**src/rtl/uart_rx_buffer_pkg.sv**
```systemverilog
// rtl/uart_rx_buffer_pkg.sv - UART register map and receive poll-state encodings
package uart_rx_buffer_pkg;

  localparam logic [31:0] UART_RX_FIFO_ADDR = 32'h0000_0000;
  localparam logic [31:0] UART_TX_FIFO_ADDR = 32'h0000_0004;
  localparam logic [31:0] UART_STAT_ADDR    = 32'h0000_0008;

  localparam int STAT_RX_VALID_BIT = 0;
  localparam int RESP_ERR_BIT      = 1;

  typedef enum logic [1:0] {
    POLL_IDLE = 2'd0,
    POLL_STAT = 2'd1,
    POLL_DATA = 2'd2
  } poll_state_e;

endpackage

```
**src/rtl/uart_rx_buffer_if.sv**
```systemverilog
// rtl/uart_rx_buffer_if.sv - AXI4-Lite read channel between the receive buffer and the UART
interface uart_rx_buffer_if;

  logic [31:0] uart_araddr;
  logic        uart_arvalid;
  logic        uart_arready;
  logic [31:0] uart_rdata;
  logic [1:0]  uart_rresp;
  logic        uart_rvalid;
  logic        uart_rready;

  modport master (
    output uart_araddr, uart_arvalid, uart_rready,
    input  uart_arready, uart_rdata, uart_rresp, uart_rvalid
  );

  modport slave (
    input  uart_araddr, uart_arvalid, uart_rready,
    output uart_arready, uart_rdata, uart_rresp, uart_rvalid
  );

endinterface

```
**src/rtl/uart_rx_buffer_fifo.sv**
```systemverilog
// rtl/uart_rx_buffer_fifo.sv - circular word FIFO; pointers wrap naturally, count 0..DEPTH
module word_fifo #(
  parameter int DEPTH = 4,
  parameter int WIDTH = 32
) (
  input  logic                       clk,
  input  logic                       rstn,
  input  logic                       push,
  input  logic [WIDTH-1:0]           push_data,
  input  logic                       pop,
  output logic [WIDTH-1:0]           head,
  output logic [$clog2(DEPTH):0]     count,
  output logic                       full,
  output logic                       empty
);

  localparam int AW = $clog2(DEPTH);
  localparam int CW = AW + 1;

  logic [WIDTH-1:0] mem_q [DEPTH];
  logic [WIDTH-1:0] mem_d [DEPTH];
  logic [AW-1:0]    wr_ptr_q, wr_ptr_d;
  logic [AW-1:0]    rd_ptr_q, rd_ptr_d;
  logic [CW-1:0]    count_q, count_d;

  always_comb begin
    mem_d    = mem_q;
    wr_ptr_d = wr_ptr_q;
    rd_ptr_d = rd_ptr_q;
    count_d  = count_q;
    if (push) begin
      mem_d[wr_ptr_q] = push_data;
      wr_ptr_d        = wr_ptr_q + AW'(1);
    end
    if (pop) begin
      rd_ptr_d = rd_ptr_q + AW'(1);
    end
    case ({push, pop})
      2'b10:   count_d = count_q + CW'(1);
      2'b01:   count_d = count_q - CW'(1);
      default: count_d = count_q;
    endcase
  end

  always_ff @(posedge clk) begin
    if (!rstn) begin
      mem_q    <= '{default: '0};
      wr_ptr_q <= '0;
      rd_ptr_q <= '0;
      count_q  <= '0;
    end else begin
      mem_q    <= mem_d;
      wr_ptr_q <= wr_ptr_d;
      rd_ptr_q <= rd_ptr_d;
      count_q  <= count_d;
    end
  end

  assign head  = mem_q[rd_ptr_q];
  assign count = count_q;
  assign full  = (count_q == CW'(DEPTH));
  assign empty = (count_q == '0);

endmodule

```
**src/rtl/uart_rx_buffer.sv**
```systemverilog
// rtl/uart_rx_buffer.sv - polls the UART over AXI4-Lite, packs RX bytes into words, serves core reads
module uart_rx_buffer
  import uart_rx_buffer_pkg::*;
#(
  parameter int DEPTH = 4
) (
  input  logic             clk,
  input  logic             rstn,
  input  logic             renable,
  output logic             rdone,
  output logic [31:0]      rdata,
  uart_rx_buffer_if.master uart
);

  localparam int CW = $clog2(DEPTH) + 1;

  poll_state_e state_q, state_d;
  logic [31:0] araddr_q, araddr_d;
  logic        arvalid_q, arvalid_d;
  logic        rready_q, rready_d;
  logic [31:0] assemble_q, assemble_d;
  logic [1:0]  byte_cnt_q, byte_cnt_d;
  logic        pending_q, pending_d;
  logic        rdone_q, rdone_d;
  logic [31:0] rdata_q, rdata_d;

  logic          fifo_push, fifo_pop, fifo_full, fifo_empty;
  logic [31:0]   fifo_head;
  logic [CW-1:0] fifo_count;

  logic unused_bits;
  assign unused_bits = ^{uart.uart_rdata[31:8], uart.uart_rresp[0], fifo_full};

  word_fifo #(.DEPTH(DEPTH), .WIDTH(32)) u_fifo (
    .clk       (clk),
    .rstn      (rstn),
    .push      (fifo_push),
    .push_data (assemble_d),
    .pop       (fifo_pop),
    .head      (fifo_head),
    .count     (fifo_count),
    .full      (fifo_full),
    .empty     (fifo_empty)
  );

  // A new poll only starts with a free slot, so the single push it can cause never overflows.
  always_comb begin
    state_d    = state_q;
    araddr_d   = araddr_q;
    arvalid_d  = arvalid_q;
    rready_d   = rready_q;
    assemble_d = assemble_q;
    byte_cnt_d = byte_cnt_q;
    fifo_push  = 1'b0;
    if (arvalid_q && uart.uart_arready) begin
      arvalid_d = 1'b0;
    end
    case (state_q)
      POLL_IDLE: begin
        if (fifo_count < CW'(DEPTH)) begin
          araddr_d  = UART_STAT_ADDR;
          arvalid_d = 1'b1;
          rready_d  = 1'b1;
          state_d   = POLL_STAT;
        end
      end
      POLL_STAT: begin
        if (rready_q && uart.uart_rvalid) begin
          rready_d = 1'b0;
          if (uart.uart_rresp[RESP_ERR_BIT]) begin
            arvalid_d = 1'b1;
            rready_d  = 1'b1;
          end else if (uart.uart_rdata[STAT_RX_VALID_BIT]) begin
            araddr_d  = UART_RX_FIFO_ADDR;
            arvalid_d = 1'b1;
            rready_d  = 1'b1;
            state_d   = POLL_DATA;
          end else begin
            state_d = POLL_IDLE;
          end
        end
      end
      POLL_DATA: begin
        if (rready_q && uart.uart_rvalid) begin
          rready_d = 1'b0;
          if (uart.uart_rresp[RESP_ERR_BIT]) begin
            arvalid_d = 1'b1;
            rready_d  = 1'b1;
          end else begin
            assemble_d = {uart.uart_rdata[7:0], assemble_q[31:8]};
            byte_cnt_d = byte_cnt_q + 2'd1;
            fifo_push  = (byte_cnt_q == 2'd3);
            state_d    = POLL_IDLE;
          end
        end
      end
      default: state_d = POLL_IDLE;
    endcase
  end

  // Requests do not queue: renable while one is pending is dropped.
  always_comb begin
    pending_d = pending_q | renable;
    rdone_d   = 1'b0;
    rdata_d   = rdata_q;
    fifo_pop  = 1'b0;
    if (pending_q && !fifo_empty) begin
      fifo_pop  = 1'b1;
      rdata_d   = fifo_head;
      rdone_d   = 1'b1;
      pending_d = 1'b0;
    end
  end

  always_ff @(posedge clk) begin
    if (!rstn) begin
      state_q    <= POLL_IDLE;
      araddr_q   <= UART_STAT_ADDR;
      arvalid_q  <= 1'b0;
      rready_q   <= 1'b0;
      assemble_q <= '0;
      byte_cnt_q <= '0;
      pending_q  <= 1'b0;
      rdone_q    <= 1'b0;
      rdata_q    <= '0;
    end else begin
      state_q    <= state_d;
      araddr_q   <= araddr_d;
      arvalid_q  <= arvalid_d;
      rready_q   <= rready_d;
      assemble_q <= assemble_d;
      byte_cnt_q <= byte_cnt_d;
      pending_q  <= pending_d;
      rdone_q    <= rdone_d;
      rdata_q    <= rdata_d;
    end
  end

  assign uart.uart_araddr  = araddr_q;
  assign uart.uart_arvalid = arvalid_q;
  assign uart.uart_rready  = rready_q;
  assign rdone             = rdone_q;
  assign rdata             = rdata_q;

endmodule

```
**src/flat_wrapper.sv**
```systemverilog
// flat-port wrapper written by rule: the top's interface ports become plain ports
module uart_rx_buffer_flat import uart_rx_buffer_pkg::*;
#(
  parameter int DEPTH = 4
)
  (clk, rstn, renable, rdone, rdata, uart_uart_araddr, uart_uart_arvalid, uart_uart_rready, uart_uart_arready, uart_uart_rdata, uart_uart_rresp, uart_uart_rvalid);
  uart_rx_buffer_if uart_i ();
  input  logic clk;
  input  logic rstn;
  input  logic renable;
  output logic rdone;
  output logic [31:0] rdata;
  output wire logic [$bits(uart_i.uart_araddr)-1:0] uart_uart_araddr;
  output wire logic [$bits(uart_i.uart_arvalid)-1:0] uart_uart_arvalid;
  output wire logic [$bits(uart_i.uart_rready)-1:0] uart_uart_rready;
  input wire logic [$bits(uart_i.uart_arready)-1:0] uart_uart_arready;
  input wire logic [$bits(uart_i.uart_rdata)-1:0] uart_uart_rdata;
  input wire logic [$bits(uart_i.uart_rresp)-1:0] uart_uart_rresp;
  input wire logic [$bits(uart_i.uart_rvalid)-1:0] uart_uart_rvalid;
  assign uart_uart_araddr = uart_i.uart_araddr;
  assign uart_uart_arvalid = uart_i.uart_arvalid;
  assign uart_uart_rready = uart_i.uart_rready;
  assign uart_i.uart_arready = uart_uart_arready;
  assign uart_i.uart_rdata = uart_uart_rdata;
  assign uart_i.uart_rresp = uart_uart_rresp;
  assign uart_i.uart_rvalid = uart_uart_rvalid;
  uart_rx_buffer #(.DEPTH(DEPTH)) u_core (.clk(clk), .rstn(rstn), .renable(renable), .rdone(rdone), .rdata(rdata), .uart(uart_i));
endmodule
```
**config.mk**
```make
export PLATFORM = sky130hd
export DESIGN_NAME = uart_rx_buffer_flat
export DESIGN_NICKNAME = d
export VERILOG_FILES = /design/src/rtl/uart_rx_buffer_pkg.sv /design/src/rtl/uart_rx_buffer_if.sv /design/src/rtl/uart_rx_buffer_fifo.sv /design/src/rtl/uart_rx_buffer.sv /design/src/flat_wrapper.sv
export SDC_FILE = /design/constraint.sdc
export NUM_CORES = 1
export LEC_CHECK = 0
export CAP_MARGIN = 20
export CORE_ASPECT_RATIO = 1.1
export CORE_MARGIN = 3
export CORE_UTILIZATION = 56
export DETAILED_ROUTE_END_ITERATION = 10
export GPL_ROUTABILITY_DRIVEN = 0
export PLACE_DENSITY = 0.78
export SETUP_SLACK_MARGIN = 0.15
export SLEW_MARGIN = 30
export SYNTH_ARGS = -nofsm -noshare
export SYNTH_HDL_FRONTEND = slang
export SYNTH_HIERARCHICAL = 1
export SYNTH_SLANG_ARGS = --single-unit
```
**constraint.sdc**
```tcl
create_clock -name clk -period 3.3 [get_ports clk]
set_clock_uncertainty 0.2 [all_clocks]
set_input_delay 0.66 -clock clk [delete_from_list [all_inputs] [get_ports clk]]
set_output_delay 0.66 -clock clk [all_outputs]
set_load 0.02 [all_outputs]
```
==> summary.txt, run 1 <==
Status
  • Run status: complete, no violations

Worst setup path
  • Nature of the critical path endpoint: flip-flop
  • Critical Path Source: u_core/state_q[0]
  • Required arrival time at the worst endpoint: 3.52 ns
  • Crit-path max cell delay: 0.41 ns
  • Buf/Inv on CP: 3
  • Most common cell type on the critical path: inv_1
  • Largest fanout of any net on the critical path: 5
  • CP startpoint kind: flip-flop
  • WP data arrival: between 2 and 3 ns
  • Largest delay contributor family on the critical path: adder cells
  • R2R depth: 11
  • Launch instance of the worst register-to-register path: u_core/state_q[0]
  • Master of the slowest instance on the critical path: dfxtp_1
  • Stages on worst setup path: 11
  • Cell Chain, Critical Path: inv_1, ha_1, nand4b_4, nor2_1, inv_1, ha_1, inv_1, fa_1, xor2_1, or3_1, a21boi_0
  • Critical path class: reg2reg

Power and ir drop
  • Switching Power: 1160 uW
  • Sequential share of power: 0.489
  • Internal power contribution: 4050 uW
  • Power density normalized to cell area: 504 nW/um^2
  • Switching Fraction: 0.223
  • Combinational share of power: 0.049
  • Clock network fraction of total power: 0.462
  • Leakage power summed over all cells: between 0.003 and 0.004 uW
  • Peak supply drop: roughly 0.00046 V

Clock tree
  • Number of clock buffers inserted by TritonCTS: 22
  • Clock root buffer master: clkbuf_16
  • TritonCTS clock tree: built
  • H-tree depth: 1
  • Post-cts sizing count: 0
  • Hold buffers post-CTS: 0
  • # Post-CTS Setup Buffers: 0
  • Worst-skew pair later-pin latency: 0.51 ns
  • Total number of clock tree sinks: 208
  • Clock-pin transition on the worst setup and hold timing paths: 0.06 ns
  • Clk buf depth: 3

Timing
  • Share of the clock period used by the worst path: 0.772
  • Count of final setup violators: 0
  • Count of endpoints failing hold in the final timing report: 0
  • Setup TNS: 0 ns
  • Min Tclk post-route: 2.55 ns
  • Upper clock frequency limit: 392 MHz
  • Worst slew margin relative to its limit: 0.504
  • Fin. max-slew vios: 0
  • Unrepaired setup endpoints after global routing: no
  • Transition at the pin with the smallest max-transition slack: 0.744 ns

Die
  • DIE HEIGHT: 141 microns
  • Count of boundary I/O pins: 106
  • Overall die area: ~18000 sq um
  • Area of the core: around 16000 sq um
  • Standard-cell row count: between 40 and 50
  • Starting density of the core: 0.580
  • Die W: 129 microns

Global routing
  • Via count of the first global-routing pass: 6389
  • Overflow after GRT: 0
  • Wire length of the first global-routing pass: 32400 microns
  • Initial antenna violation count: 1
  • Overall routing resource usage: 0.219
  • Largest net degree at the start of global routing: 76

Final layout
  • Count of filler cells inserted in the layout: about 1300
  • Synth-to-layout area growth: 11.7%
  • Share of cells above drive strength 1: 0.119
  • Antenna diode count: 0
  • Net total in the final layout: 1046
  • Filler-free cell count of the finished design: 1211

Drt
  • Detailed-route wire length: 19900 microns
  • Drt first pass iters: 5
  • Via/cell ratio: between 5 and 6
  • Vias post-DR: ~6600
  • Detailed-route DRC error count: 0
  • Avg WL per Cell: ~16 microns
  • 1st-iter DRT viols: 462
  • ANT nets after route: 0

Placement
  • Port buffer count: 49
  • Detailed placer's ending HPWL: around 12000 microns
  • Cell total after placement: 1171

Yosys
  • Number of warnings printed during yosys synthesis: 6
  • Number of instances in the synthesized netlist: between 900 and 1000
  • Cell area after synthesis: 9260 sq um
  • Per-instance average area after synthesis: 9.55 sq um

Hold path
  • Worst hold path class: reg2reg
  • Min-Delay Startpoint: u_core/u_fifo/mem_q[34]
  • Worst Hold Path Cells: 2

Run
  • # Max-Cap Violations: 0
[power groups by stage]
stage / Sequential, uW / Combinational (uW) / Clock [uW]
floorplan: 2610 / 200 / 0
global placement: 2610 / 250 / 0
detailed placement: 2610 / 251 / 0
CTS: 2550 / 253 / 2440
global route: 2550 / 276 / 2560
finish: 2550 / 254 / 2410
[worst paths after layout]
path                                  end  slack [ns]
setup / recovery   u_core/u_fifo/count[2]        0.75
hold / removal    u_core/u_fifo/mem_q[34]        0.25
setup reg to reg   u_core/u_fifo/count[2]        0.75
hold reg to reg   u_core/u_fifo/mem_q[34]        0.25
[routing by layer]
layer  part of all wire  vias up  track usage
met5            0.00070        -            0
met4              0.025        2       0.0708
met3              0.056       43       0.0345
met2               0.49      198        0.373
met1               0.43     3176        0.286
li1                   -     3184            -
[metrics by stage]
stage | hold slack, ns | cell area, sq um | setup WS [ns] | util | power, uW
after floorplan | 0.230 | 9370 | 0.591 | - | 2810
after global placement | 0.236 | 9640 | 0.413 | 0.603 | 2850
after detailed placement | 0.242 | 9640 | 0.297 | 0.603 | 2860
after CTS | 0.250 | 10300 | 0.756 | 0.647 | 5240
after global routing | 0.265 | 10300 | 0.653 | 0.647 | 5380
final | 0.246 | 10300 | 0.752 | 0.647 | 5210
[flip-flops by register name, indices dropped and copies added, names as in the netlist]
register	cells
u_core/u_fifo/mem_q	128
u_core/assemble_q	32
u_core/rdata	32
u_core/u_fifo/count	3
u_core/byte_cnt_q	2
u_core/state_q	2
u_core/u_fifo/rd_ptr_q	2
u_core/u_fifo/wr_ptr_q	2
u_core/pending_q	1
u_core/rdone	1
u_core/uart.uart_araddr	1
u_core/uart.uart_arvalid	1
u_core/uart.uart_rready	1
[area by class of cell]
type / instances / area (sq um) / area share
clock buffer: 34 / 636 / 0.0614
clock inverter: 6 / 72.6 / 0.00702
inverter: 11 / 41.3 / 0.00399
multi-input combinational: 680 / 4470 / 0.432
sequential: 208 / 4170 / 0.403
tap: 200 / 250 / 0.0242
timing repair buffer: 72 / 711 / 0.0687
[tightest hold or removal path, delay by kind of cell (launching register included)]
family             cells  cell delay (ns)
DFF                    1             0.30
and+or+nand+nor        1             0.05
AOI/OAI and AO/OA      1             0.05
[layout by cell type (no fill, tap or decap), types with 4 or more instances in the layout]
cell type and count:
ha_1 11, dfxtp_1 207, mux2_2 5, conb_1 31, clkbuf_1 8, inv_1 10
clkdlybuf4s50_1 48, and2_1 43, mux2_4 27, clkbuf_8 4, a21boi_1 102, buf_4 20
buf_12 4, nand3_1 4, mux2i_1 4, nand2_1 330, nor2b_1 6, o21ai_0 4
clkbuf_16 22, a21boi_0 59, mux4_2 29
Power figures use the tool's default switching activity.
==> run 2: changes to the inputs <==
==> constraint.sdc (replaced) <==
create_clock -name clk -period 2.51 [get_ports clk]
set_clock_uncertainty 0.2 [all_clocks]
set_input_delay 0.502 -clock clk [delete_from_list [all_inputs] [get_ports clk]]
set_output_delay 0.502 -clock clk [all_outputs]
set_load 0.02 [all_outputs]
==> summary.txt, run 2 (synthesis gave the netlist of run 1 again) <==
Die
  • Overall die area: 18100 sq um
  • Count of boundary I/O pins: 106
  • Standard-cell row count: 48
  • Die W: about 130 microns
  • Starting density of the core: 0.580
  • Area of the core: 16000 sq um
  • DIE HEIGHT: around 140 microns

Final layout
  • Most common cell after layout, fill and taps aside: nand2_1
  • Final standard cell utilization of the core: 0.658
  • Most used cells in the layout excluding fill and tap cells: 330 x nand2_1, 206 x dfxtp_1, 103 x a21boi_1
  • Synth-to-layout area growth: 13.6%
  • Register name with the most flops: u_core/u_fifo/mem_q
  • Share of cells above drive strength 1: 0.135
  • Flip-flop count of the largest register, all copies and words added: 128
  • Count of filler cells inserted in the layout: between 1000 and 1500
  • Filler-free cell count of the finished design: 1221
  • Antenna diode count: 0
  • Post-route standard cell area excluding fillers: 10500 sq um
  • Net total in the final layout: 1058

Worst setup path
  • Master of the slowest instance on the critical path: clkdlybuf4s50_1
  • Required arrival time at the worst endpoint: 1.81 ns
  • CP startpoint kind: flip-flop
  • Largest fanout of any net on the critical path: 5
  • Buf/Inv on CP: 1
  • Crit-path max cell delay: 0.65 ns
  • Nature of the critical path endpoint: output pin
  • WP data arrival: 1.57 ns
  • Largest delay contributor family on the critical path: buffers and inverters
  • Cell Chain, Critical Path: clkdlybuf4s50_1
  • Critical path class: reg2out

Global routing
  • Largest net degree at the start of global routing: 54
  • Overflow after GRT: 0
  • Initial antenna violation count: 0
  • Wire length of the first global-routing pass: 33100 microns
  • Overall routing resource usage: 0.225
  • Via count of the first global-routing pass: roughly 6600

Clock tree
  • Clock root buffer master: clkbuf_16
  • Hold buffers post-CTS: 0
  • Total number of clock tree sinks: around 210
  • TritonCTS clock tree: built
  • # Post-CTS Setup Buffers: 0
  • Worst-skew pair later-pin latency: 0.50 ns
  • Clock-pin transition on the worst setup and hold timing paths: roughly 0.060 ns
  • Number of clock buffers inserted by TritonCTS: 21
  • Post-cts sizing count: 0
  • H-tree depth: 1
  • Clk buf depth: 3

Timing
  • Worst slew margin relative to its limit: 0.657
  • Fin. max-slew vios: 0
  • Count of endpoints failing hold in the final timing report: 0
  • Share of the clock period used by the worst path: 0.907
  • Min Tclk post-route: 2.28 ns
  • Setup TNS: 0 ns
  • Count of final setup violators: 0
  • Upper clock frequency limit: 439 MHz
  • Unrepaired setup endpoints after global routing: no
  • Transition at the pin with the smallest max-transition slack: between 0.5 and 0.6 ns

Power and ir drop
  • Clock network fraction of total power: 0.438
  • Power density normalized to cell area: 626 nW/um^2
  • Peak supply drop: between 0.0005 and 0.0006 V
  • Sequential share of power: 0.509
  • Combinational share of power: 0.053
  • Switching Power: 1470 uW
  • Internal power contribution: 5120 uW
  • Leakage power summed over all cells: 0.00382 uW
  • Switching Fraction: 0.223

Placement
  • Detailed placer's ending HPWL: 12300 microns
  • Port buffer count: ~50
  • Cell total after placement: roughly 1200
  • Instance area at placement: 9890 sq um

Run
  • # Max-Cap Violations: 0

Drt
  • Detailed-route wire length: 20000 microns
  • Vias post-DR: about 6600
  • Via/cell ratio: 5.37
  • Drt first pass iters: 7
  • ANT nets after route: 0
  • Detailed-route DRC error count: 0
  • 1st-iter DRT viols: 476
  • Avg WL per Cell: 16.4 microns

Hold path
  • Worst hold path class: reg2reg

Status
  • Run status: complete, no violations
-- run 2: area by class of cell --
class | instances | area [sq um] | share of cell area
Sequential cell | 208 | 4170 | 0.396
Multi-Input combinational cell | 680 | 4500 | 0.428
Clock buffer | 32 | 597 | 0.0567
Inverter | 11 | 43.8 | 0.00416
Timing Repair Buffer | 85 | 933 | 0.0887
Clock inverter | 5 | 28.8 | 0.00274
Tap cell | 200 | 250 | 0.0238
-- run 2: metal layers --
metal | global-route usage | up-vias | part of all wire
met5 | 0 | - | 0
met4 | 0.0708 | 0 | 0.022
met3 | 0.0277 | 42 | 0.057
met2 | 0.387 | 196 | 0.49
met1 | 0.296 | 3122 | 0.43
li1 | - | 3201 | -
-- run 2: power by group through the flow --
stage,clock network [uW],registers [uW],logic [uW]
after floorplan,0,3440,269
after global placement,0,3430,343
after detailed placement,0,3430,346
after CTS,2930,3350,349
after global routing,3050,3360,383
final,2880,3360,349
-- run 2: through the flow --
step	power, uW	setup WS, ns	hold slack (ns)
floorplan	3710	0.0857	0.230
global placement	3770	-0.0681	0.236
detailed placement	3770	-0.0914	0.243
CTS	6640	0.216	0.252
global route	6790	0.173	0.265
finish	6590	0.234	0.249
-- run 2: path summary, 6_finish.rpt --
check / cells after the start / endpoint / slack (ns) / startpoint
max: 1 / uart_uart_rready / 0.23 / u_core/uart.uart_rready
min: 2 / u_core/u_fifo/mem_q[69] / 0.25 / u_core/u_fifo/mem_q[69]
max reg2reg: 11 / u_core/u_fifo/count[2] / 0.33 / u_core/state_q[0]
min reg2reg: 2 / u_core/u_fifo/mem_q[69] / 0.25 / u_core/u_fifo/mem_q[69]
==> run 3: changes to the inputs <==
--- a/config.mk
+++ b/config.mk
@@ -5,10 +5,11 @@
 export SDC_FILE = /design/constraint.sdc
 export NUM_CORES = 1
 export LEC_CHECK = 0
-export CAP_MARGIN = 20
 export CORE_ASPECT_RATIO = 1.1
 export CORE_MARGIN = 3
 export CORE_UTILIZATION = 56
+export CTS_BUF_LIST = sky130_fd_sc_hd__clkbuf_16
+export CTS_CLUSTER_SIZE = 40
 export DETAILED_ROUTE_END_ITERATION = 10
 export GPL_ROUTABILITY_DRIVEN = 0
 export PLACE_DENSITY = 0.78
==> summary.txt, run 3 (synthesis gave the netlist of run 1 again) <==
Status
  • Run status: complete, no violations

Final layout
  • Antenna diode count: 0
  • Share of cells above drive strength 1: 0.132
  • Post-route standard cell area excluding fillers: 10500 sq um
  • Flip-flop count of the largest register, all copies and words added: 128
  • Filler-free cell count of the finished design: 1221
  • Net total in the final layout: 1058
  • Most common cell after layout, fill and taps aside: nand2_1
  • Most used cells in the layout excluding fill and tap cells: 330 x nand2_1, 206 x dfxtp_1, 103 x a21boi_1
  • Count of filler cells inserted in the layout: 1265
  • Synth-to-layout area growth: 13.3%
  • Register name with the most flops: u_core/u_fifo/mem_q

Timing
  • Transition at the pin with the smallest max-transition slack: between 0.5 and 0.6 ns
  • Count of final setup violators: 0
  • Unrepaired setup endpoints after global routing: no
  • Count of endpoints failing hold in the final timing report: 0
  • Upper clock frequency limit: 439 MHz
  • Min Tclk post-route: 2.28 ns
  • Share of the clock period used by the worst path: 0.907
  • Worst slew margin relative to its limit: 0.652
  • Fin. max-slew vios: 0

Global routing
  • Overflow after GRT: 0
  • Overall routing resource usage: 0.225
  • Via count of the first global-routing pass: 6549
  • Largest net degree at the start of global routing: 54
  • Wire length of the first global-routing pass: 33000 microns
  • Initial antenna violation count: 0

Die
  • Area of the core: 16000 sq um
  • Standard-cell row count: 48
  • Starting density of the core: 0.580
  • Count of boundary I/O pins: 106
  • Die W: approximately 130 microns
  • Overall die area: 18100 sq um
  • DIE HEIGHT: 141 microns

Power and ir drop
  • Power density normalized to cell area: 615 nW/um^2
  • Combinational share of power: 0.054
  • Peak supply drop: 0.000507 V
  • Internal power contribution: 4990 uW
  • Clock network fraction of total power: 0.426
  • Switching Power: 1460 uW
  • Leakage power summed over all cells: 0.00384 uW
  • Sequential share of power: 0.520
  • Switching Fraction: 0.226

Clock tree
  • Total number of clock tree sinks: 208
  • # Post-CTS Setup Buffers: 0
  • Hold buffers post-CTS: 0
  • Clk buf depth: 3
  • Clock root buffer master: clkbuf_16
  • Number of clock buffers inserted by TritonCTS: 21
  • Post-cts sizing count: 0
  • Worst-skew pair later-pin latency: about 0.5 ns
  • TritonCTS clock tree: built
  • H-tree depth: 1
  • Clock-pin transition on the worst setup and hold timing paths: ~0.060 ns

Worst setup path
  • Nature of the critical path endpoint: output pin
  • Largest delay contributor family on the critical path: buffers and inverters
  • Buf/Inv on CP: 1
  • Reg-to-reg critical path endpoint: u_core/u_fifo/count[2]
  • CP startpoint kind: flip-flop
  • FF-to-FF setup slack: 0.33 ns
  • WP data arrival: 1.57 ns
  • Master of the slowest instance on the critical path: clkdlybuf4s50_1
  • Crit-path max cell delay: 0.65 ns
  • Required arrival time at the worst endpoint: 1.81 ns
  • Critical path class: reg2out
  • Launch instance of the worst register-to-register path: u_core/state_q[0]
  • Largest fanout of any net on the critical path: 5
  • Cell Chain, Critical Path: clkdlybuf4s50_1
  • R2R depth: 11

Hold path
  • Worst Hold Path Cells: 2
  • Min-Delay Startpoint: u_core/u_fifo/mem_q[69]
  • Worst hold path class: reg2reg
  • End point of the worst hold path: u_core/u_fifo/mem_q[69]

Drt
  • Detailed-route DRC error count: 0
  • Vias post-DR: roughly 6600
  • 1st-iter DRT viols: 440
  • Via/cell ratio: 5.38
  • Detailed-route wire length: 20100 microns
  • Drt first pass iters: 4
  • ANT nets after route: 0
  • Avg WL per Cell: 16.4 microns

Placement
  • Instance area at placement: 9890 sq um
  • Cell total after placement: 1184
  • Detailed placer's ending HPWL: roughly 12000 microns
  • Port buffer count: 49

Run
  • # Max-Cap Violations: 0
[run 3: cell types whose count changed in the layout (fill, tap and decap cells not counted)]
cell	change
clkbuf_1	-8
inv_1	+8
clkbuf_8	-3
clkinv_1	+3
[run 3: metal layers]
metal  wire (microns)  global-route usage  part of all wire
met1             8640               0.294              0.43
met2             9890               0.387              0.49
met3             1050              0.0277             0.052
met4              490              0.0708             0.024
met5                0                   0                 0
[run 3: worst max-delay path by stage]
| stage | start | endpoint | slack [ns] | cells past startpoint |
|---|---|---|---|---|
| floorplan | u_core/state_q[0] | u_core/u_fifo/count[2] | 0.09 | 13 |
| global placement | uart_uart_rresp[1] | u_core/u_fifo/count[2] | -0.07 | 10 |
| detailed placement | uart_uart_rresp[1] | u_core/u_fifo/count[2] | -0.09 | 10 |
| CTS | u_core/uart.uart_rready | uart_uart_rready | 0.22 | 1 |
| global route | u_core/uart.uart_rready | uart_uart_rready | 0.17 | 1 |
| finish | u_core/uart.uart_rready | uart_uart_rready | 0.23 | 1 |
[run 3: worst register-to-register path: stages (launching register included)]
cell and delay (ns):
dfxtp_2 0.37, inv_2 0.07, ha_4 0.18, nand4b_4 0.10, nor2_2 0.06, inv_4 0.05
ha_4 0.13, inv_2 0.04, fa_2 0.35, xor2_1 0.15, or3_1 0.30, a21boi_1 0.12
[run 3: power groups by stage]
stage	Combinational, uW	Clock (uW)	Sequential (uW)
after floorplan	269	0	3440
after global placement	343	0	3430
after detailed placement	346	0	3430
after CTS	349	2810	3350
after global routing	383	2920	3360
final	349	2750	3360
[run 3: metrics by stage]
stage	hold slack (ns)	total power [uW]	TNS, ns	worst slack (ns)	util
2_1_floorplan	0.230	3710	0	0.0857	-
3_3_place_gp	0.236	3770	-0.0681	-0.0681	0.619
3_5_place_dp	0.243	3770	-0.102	-0.0914	0.619
4_1_cts	0.252	6510	0	0.216	0.656
5_1_grt	0.265	6660	0	0.173	0.656
6_report	0.249	6450	0	0.233	0.656
[run 3: area by class of cell]
class / instances / area [sq um] / share of cell area
Tap cell: 200 / 250 / 0.0239
Clock buffer: 21 / 526 / 0.0501
Inverter: 11 / 43.8 / 0.00418
Sequential cell: 208 / 4170 / 0.397
Timing Repair Buffer: 85 / 933 / 0.0890
Clock inverter: 16 / 70.1 / 0.00668
Multi-Input combinational cell: 680 / 4500 / 0.429
